### config.mk
export PLATFORM = sky130hd
export DESIGN_NAME = score_display_ctrl
export DESIGN_NICKNAME = d
export VERILOG_FILES = /design/src/rtl/pong_pkg.sv /design/src/rtl/score_display_ctrl_bcd2_counter.sv /design/src/rtl/score_display_ctrl.sv
export SDC_FILE = /design/constraint.sdc
export NUM_CORES = 1
export LEC_CHECK = 0
export ABC_AREA = 1
export CAP_MARGIN = 20
export CORE_MARGIN = 4
export CORE_UTILIZATION = 30
export DETAILED_ROUTE_END_ITERATION = 12
export GPL_ROUTABILITY_DRIVEN = 0
export GPL_TIMING_DRIVEN = 0
export PLACE_DENSITY = 0.46
export SYNTH_ARGS = -nofsm -noshare
export SYNTH_HDL_FRONTEND = slang
export SYNTH_HIERARCHICAL = 1
export SYNTH_SLANG_ARGS = --single-unit
### constraint.sdc
create_clock -name clk -period 2.2 [get_ports clk]
set_clock_uncertainty 0.15 [all_clocks]
set_input_delay 0.66 -clock clk [delete_from_list [all_inputs] [get_ports clk]]
set_output_delay 0.66 -clock clk [all_outputs]
set_load 0.01 [all_outputs]
### src/rtl/pong_pkg.sv
// Shared types and constants for the Pong score/display logic.
package pong_pkg;

    typedef enum logic [1:0] {
        IDLE = 2'd0,
        PLAY = 2'd1,
        OVER = 2'd2
    } state_t;

    typedef logic [7:0] score_t;

    localparam logic [15:0] P1_WIN_PATTERN = 16'hAAAA;
    localparam logic [15:0] P2_WIN_PATTERN = 16'hBBBB;
    localparam score_t      BCD_MAX        = 8'h99;

    // Two-digit BCD increment that saturates at 99.
    function automatic score_t bcd_inc(input score_t s);
        score_t r;
        if (s == BCD_MAX) begin
            r = s;
        end else if (s[3:0] == 4'd9) begin
            r = {s[7:4] + 4'd1, 4'd0};
        end else begin
            r = {s[7:4], s[3:0] + 4'd1};
        end
        return r;
    endfunction

endpackage

### src/rtl/score_display_ctrl_bcd2_counter.sv
// Two-digit BCD up-counter, saturating at 99; clear wins over increment.
module bcd2_counter
    import pong_pkg::*;
(
    input  logic       clk,
    input  logic       rst_n,
    input  logic       clr,
    input  logic       inc,
    output logic [7:0] q
);

    score_t q_q;
    score_t q_d;

    always_comb begin
        q_d = q_q;
        if (clr) begin
            q_d = '0;
        end else if (inc) begin
            q_d = bcd_inc(q_q);
        end
    end

    always_ff @(posedge clk or negedge rst_n) begin
        if (!rst_n) begin
            q_q <= '0;
        end else begin
            q_q <= q_d;
        end
    end

    assign q = q_q;

endmodule

### src/rtl/score_display_ctrl.sv
// Pong score keeper: BCD scores, win detection and blinking display word.
module score_display_ctrl
    import pong_pkg::*;
#(
    parameter logic [7:0]  WIN_SCORE    = 8'h11,
    parameter int unsigned BLINK_CYCLES = 25_000_000
) (
    input  logic        clk,
    input  logic        rst_n,
    input  logic        new_game,
    input  logic        point_p1,
    input  logic        point_p2,
    output logic [15:0] display_value,
    output logic        game_over,
    output logic        winner
);

    localparam int unsigned     TW         = $clog2(BLINK_CYCLES);
    localparam logic [TW-1:0]   TIMER_LAST = TW'(BLINK_CYCLES - 1);

    state_t        state_q, state_d;
    logic [TW-1:0] timer_q, timer_d;
    logic          phase_q, phase_d;
    logic [15:0]   display_q, display_d;
    logic          game_over_q, game_over_d;
    logic          winner_q, winner_d;

    score_t p1_score, p2_score;
    score_t p1_next, p2_next;
    logic   p1_inc, p2_inc;

    assign p1_inc = (state_q == PLAY) && point_p1 && !new_game;
    assign p2_inc = (state_q == PLAY) && point_p2 && !new_game;

    bcd2_counter u_p1_score (
        .clk   (clk),
        .rst_n (rst_n),
        .clr   (new_game),
        .inc   (p1_inc),
        .q     (p1_score)
    );

    bcd2_counter u_p2_score (
        .clk   (clk),
        .rst_n (rst_n),
        .clr   (new_game),
        .inc   (p2_inc),
        .q     (p2_score)
    );

    // Post-increment view of the scores, so the win and the winning point land on the same edge.
    assign p1_next = p1_inc ? bcd_inc(p1_score) : p1_score;
    assign p2_next = p2_inc ? bcd_inc(p2_score) : p2_score;

    always_comb begin
        state_d     = state_q;
        timer_d     = '0;
        phase_d     = 1'b0;
        display_d   = {p1_score, p2_score};
        game_over_d = 1'b0;
        winner_d    = winner_q;

        if (new_game) begin
            state_d   = PLAY;
            display_d = '0;
            winner_d  = 1'b0;
        end else begin
            case (state_q)
                IDLE: begin
                    state_d = IDLE;
                end
                PLAY: begin
                    display_d = {p1_next, p2_next};
                    if (p1_next == WIN_SCORE) begin
                        state_d     = OVER;
                        game_over_d = 1'b1;
                        winner_d    = 1'b0;
                    end else if (p2_next == WIN_SCORE) begin
                        state_d     = OVER;
                        game_over_d = 1'b1;
                        winner_d    = 1'b1;
                    end
                end
                OVER: begin
                    game_over_d = 1'b1;
                    phase_d     = phase_q;
                    if (timer_q == TIMER_LAST) begin
                        timer_d = '0;
                        phase_d = ~phase_q;
                    end else begin
                        timer_d = timer_q + 1'b1;
                    end
                    if (phase_d) begin
                        display_d = winner_q ? P2_WIN_PATTERN : P1_WIN_PATTERN;
                    end
                end
                default: begin
                    state_d = IDLE;
                end
            endcase
        end
    end

    always_ff @(posedge clk or negedge rst_n) begin
        if (!rst_n) begin
            state_q     <= IDLE;
            timer_q     <= '0;
            phase_q     <= 1'b0;
            display_q   <= '0;
            game_over_q <= 1'b0;
            winner_q    <= 1'b0;
        end else begin
            state_q     <= state_d;
            timer_q     <= timer_d;
            phase_q     <= phase_d;
            display_q   <= display_d;
            game_over_q <= game_over_d;
            winner_q    <= winner_d;
        end
    end

    assign display_value = display_q;
    assign game_over     = game_over_q;
    assign winner        = winner_q;

endmodule
## Yosys cells after proc, flatten, opt, wreduce, memory -nomap -nowiden

Index checks and enable logic that the tools add are counted.

- Logic and storage cells: 66
- Output and inout port bits: 18
- Register bits after elaboration: 62

- Bitwise operators: 1
- $add $sub $neg: 5
- Mux-type cells: 32
- Equal/unequal tests: 11
- Reductions and logical operators: 9

Operator list:

| cell | number |
|---|---|
| $mux 25 | 3 |
| $mux 8 | 8 |
| $mux 16 | 2 |
| $pmux 16 s2 | 1 |
| $add 25x1->25 const B | 1 |
| $eq 25x25->1 const B | 1 |
| $add 4x1->4 const B | 4 |
| $eq 8x5->1 const B | 2 |
| $eq 8x8->1 const B | 2 |
| $mux 13 | 1 |
| $mux 1 | 12 |
| $eq 4x4->1 const B | 2 |
| $mux 2 | 3 |
| $logic_and 1x1->1 | 4 |
| $ne 4x2->1 const B | 1 |
| $pmux 2 s2 | 1 |
| $reduce_and 2->1 | 2 |
| $reduce_bool 3->1 | 1 |
| $eq 2x1->1 const B | 1 |
| $eq 2x2->1 const B | 1 |
| $ne 2x2->1 const B | 1 |
| $pmux 1 s2 | 1 |
| $reduce_bool 2->1 | 1 |
| $logic_not 1->1 | 1 |
| $not 1->1 | 1 |

## Longest topological paths before layout

- Word-level depth: 9
- Gate-level depth with buffers: 15
- Depth with buffers taken out: 15

## By module

The synthesis kept the hierarchy.

Modules (own cells, without submodules):

| module | cells an instance | area an instance (µm²) | sequential area each (µm²) | instances |
|---|---|---|---|---|
| score_display_ctrl | 469 | 3199.3 | 1151.1 | 1 |
| bcd2_counter | 65 | 531.8 | 200.2 | 2 |

## Worst setup path before layout

OpenSTA, ideal clock, no wires.

- Path type: input to register
- From: input port point_p2
- To: register state_q[0]
- Stages: 13
- Path slack: 285 ps
- Setup time: 126 ps
- Required time: 1924 ps
- Data arrival time: 1639 ps
- Cell sequence: nand2_1 > nor2_4 > nand2_1 > nor2_1 > nand2_1 > nand2_1 > nand2_1 > nor2_1 > nand2_1 > nand2_1 > nand2_1 > nand3_1 > nand2_1

- Longest elaborated chain between the ends: 6

Ends and longest elaborated chain:

| what | line | RTL |
|---|---|---|
| start, declared | score_display_ctrl.sv:12 | `input logic point_p2,` |
| $logic_and 1x1->1 (2 in a row) | score_display_ctrl.sv:33 | `assign p2_inc = (state_q == PLAY) && point_p2 && !new_game;` |
| net p2_inc | score_display_ctrl.sv:30 | `logic p1_inc, p2_inc;` |
| $mux 8 | -- |  |
| $eq 8x5->1 | score_display_ctrl.sv:78 | `end else if (p2_next == WIN_SCORE) begin` |
| $ne 4x2->1 (no line) | -- |  |
| $reduce_and 2->1 (no line) | -- |  |
| end signal, assigned | score_display_ctrl.sv:113 | `state_q <= state_d;` |
| end, declared | score_display_ctrl.sv:21 | `state_t state_q, state_d;` |

The timed path passes the listed nets, and every way through them passes these cells.
A chain may end at the register's enable or synchronous reset.

## Worst setup path after layout

- From: register state_q[1]
- To: register state_q[0]

- Longest elaborated chain between the ends: 8
- Elaborated cells on any way between the ends: 16

Ends and longest elaborated chain:

| what | line | RTL |
|---|---|---|
| $eq 2x1->1 (*) | score_display_ctrl.sv:32 | `assign p1_inc = (state_q == PLAY) && point_p1 && !new_game;` |
| $logic_and 1x1->1 (*) (2 in a row) | score_display_ctrl.sv:32 |  |
| net p1_inc | score_display_ctrl.sv:30 |  |
| $mux 8 (*) | -- |  |
| $eq 8x5->1 (*) | score_display_ctrl.sv:74 | `if (p1_next == WIN_SCORE) begin` |
| $mux 2 | score_display_ctrl.sv:74 |  |
| $pmux 2 s2 | score_display_ctrl.sv:68 | `case (state_q)` |
| $mux 2 | score_display_ctrl.sv:63 | `if (new_game) begin` |

The timed path passes the listed nets; every way through them passes the cells marked *.

==> key figures <==
CTS
  • Num CTS Buffers: 9
  • Worst-case clock buffer depth: 2
  • Root Buffer: clkbuf_16
  • Clk_lat worst skew: roughly 0.34 ns
  • CTS sink count: a little over 60
  • Worst-path clk slew: 0.05 ns
  • H-tree level count: 3
  • CTS tree: built

Synthesis
  • Synth Area in Adders: roughly 5.6%
  • Fraction of synthesized area in multiplexers: 0%
  • Number of flops mapped to enable cells by yosys: 0
  • Yosys reg bits: 62
  • Syn_area_per_cell: 7.12 um^2
  • Most numerous cell in the Yosys netlist: nand2_1
  • Syn Nets: ~620
  • FFs w/ async S/R, synth: 100%
  • Synth area leaders: dfrtp_1 36%, nand2_1 13%, nor2_1 6.3%, inv_1 6.2%, nand3_1 6.1%
  • Simple-Gate Fraction of Synth Area: roughly 39%
  • Synth cell types: 36
  • Compound-Gate Fraction of Synth Area: around a tenth
  • Cells after Synth: roughly 600
  • Synth Cell Area: approximately 0.0043 mm^2
  • Post-synth top area share: 36.4%
  • Sequential share of the synthesized area: a little over a third
  • Post-synthesis xor/xnor area fraction: 1.44%
  • Largest family of logic cells by synthesized area: simple AND/OR/NAND/NOR gates
  • Main synth FF type: dfrtp_1
  • Synth top cells by count: 149 x nand2_1, 71 x nor2_1, 70 x inv_1
  • Synth area leader: dfrtp_1
  • Total of warnings raised by yosys: 6

Power
  • Lkg Pwr: about 2.3 nW
  • Overall Power: slightly above 3 mW
  • Pwr/cell area: between 500 and 600 mW/mm^2
  • Worst vdd ir: 0.283 mV

Job
  • Max_cap viols: 0

Finish
  • Finished Layout Cells: 840
  • Area growth syn-to-layout: 25.5%
  • Final-stage net count: 679
  • Share of post-route cells with drive strength above 1: around 20%
  • Core Util, Final: 38.6%
  • Diodes inserted: 0
  • Final instance area: around 0.0054 mm^2
  • Fillcell total: around 1500
  • Multi-input logic area: between 0.002 and 0.003 mm^2
  • Register area: 0.00156 mm^2

Critical path
  • Largest stage delay on the critical path: between 0.3 and 0.4 ns
  • Slowest cell on crit path: dfrtp_1
  • Cell Chain, Critical Path: inv_2, ha_4, nand2_2, nor2_4, buf_4, nand3_1, nand3_2, nand2_1, nor2_1, nand2_2, nand2_2, nand2_1, nand3_1, nand2_1
  • Worst Path Max Fanout: 8
  • Arr. time, crit path: approximately 2.2 ns
  • Worst Setup Start Kind: register
  • Setup crit end kind: register
  • Critical path class: reg2reg
  • Req. time, crit path: ~2.3 ns

Place
  • Placed inst area: 0.00471 mm^2
  • Dpl ws: -1.02 ns
  • Final HPWL DP: between 7000 and 8000 um
  • Placed insts: roughly 800
  • Port Buf Inserts: 22

Timing
  • Slew @ Worst Pin: ~0.83 ns
  • Fin worst setup slack: 0.110 ns
  • Final setup viols: 0
  • Final hold vios: 0
  • Final Critical Period: roughly 2.1 ns
  • Slew headroom: ~45%
  • Hold WS: approximately 0.29 ns
  • Max Fclk: 0.479 GHz
  • Count of final max-slew check failures: 0
  • RSZ-0062 raised after global routing: true
  • Final period utilization: 95.0%
  • Setup tns final: 0 ns

Hold path
  • Hold WC Path Type: in2async

Drt
  • Via Count: 4028
  • Final WL: 11400 um
  • Post-route ant nets: 0
  • WL/cell: around 14 um
  • Drt pass-1 iters: 5
  • Drt initial violations: about 240
  • DRC viols: 0
  • Detail-routed via count per cell: 4.80

Floorplanning
  • Overall die width: ~130 um
  • Rows: 43
  • Die H: 127 um
  • Number of I/O pins: 23
  • CORE AREA: approximately 0.014 mm^2
  • Initial Util: 30.7%
  • Die area: ~0.016 mm^2

GRT
  • First-pass GRT wire length: about 19000 um
  • GRT overflow: 0
  • Pin count of the biggest net entering global routing: between 60 and 70
  • Vias in the first global route: 3981
  • GRT Overall Usage: between 10% and 20%
  • Antenna violations before repair: 0

Run status
  • Status: complete, no violations
-- flip-flops by register name, summed over array words and instances, names as in the netlist --
register	flops
winner	1
phase_q	1
u_p2_score/q	8
game_over	1
timer_q	25
display_value	16
u_p1_score/q	8
state_q	2
-- cells by family (layout without fill, tap and decap cells) --
family          count (synthesis)  in the layout
buf+inv                        85            146
xor+xnor                        7              7
simple gates                  345            345
fa+ha+maj                      19             19
flops                          62             62
compound gates                 81             81
-- area by class of cell --
cell class                 instances  share of cell area [%]
multi-input combinational        452                    46.9
sequential                        62                    29.2
timing repair buffer              46                    7.36
inverter                          75                    5.26
clock buffer                      13                    5.24
tap                              180                    4.21
buffer                             9                    1.10
clock inverter                     3                   0.748
-- power breakdown --
group	switching [mW]	internal, mW
Clock	0.517	0.996
Sequential	0.0261	1.17
Combinational	0.193	0.144
Total	0.736	2.31
-- final timing paths --
kind,startpoint,end,slack (ns),depth (start not counted)
worst max-delay path,state_q[1],state_q[0],0.11,14
worst min-delay path,rst_n,timer_q[2],0.29,1
worst max register to register,state_q[1],state_q[0],0.11,14
worst min register to register,timer_q[0],timer_q[0],0.31,1
max in group asynchronous,rst_n,u_p2_score/q[4],1.04,1
min in group clk,timer_q[0],timer_q[0],0.31,1
-- cell usage in the layout (no fill, tap or decap), drive strengths merged --
master         count
nand4             17
a31oi              1
nor4               2
nand3             57
xor2               7
nand3b             1
o211a              1
or2                4
o21ai             43
clkinv             3
nand2            159
ha                19
a211oi             1
bufinv             1
o21a               1
nor2              88
dfrtp             62
clkdlybuf4s50     18
dlygate4sd2        2
nor3b              2
a21oi             34
nor3              15
buf               29
inv               74
clkbuf            19
-- critical path, delay by kind of cell (launching register included) --
| family | cells | cell delay (ns) |
|---|---|---|
| flops | 1 | 0.39 |
| fa+ha+maj | 1 | 0.16 |
| buf+inv | 2 | 0.25 |
| simple gates | 11 | 1.00 |
-- layer usage --
layer	up-vias	part of all wire, %	global-route usage, %
met4	0	2.5	6.25
met2	83	47	23.5
met5	-	0	0
met3	18	4.0	3.34
li1	2053	-	-
met1	1874	47	18.7
-- timing repair --
action,in CTS,in global routing
endpoints found under the setup margin,56,35
gates resized for setup,20,40
buffers inserted,6,18
hold buffers,0,0
pin swaps,3,10
(Power assumes the default switching activity.)
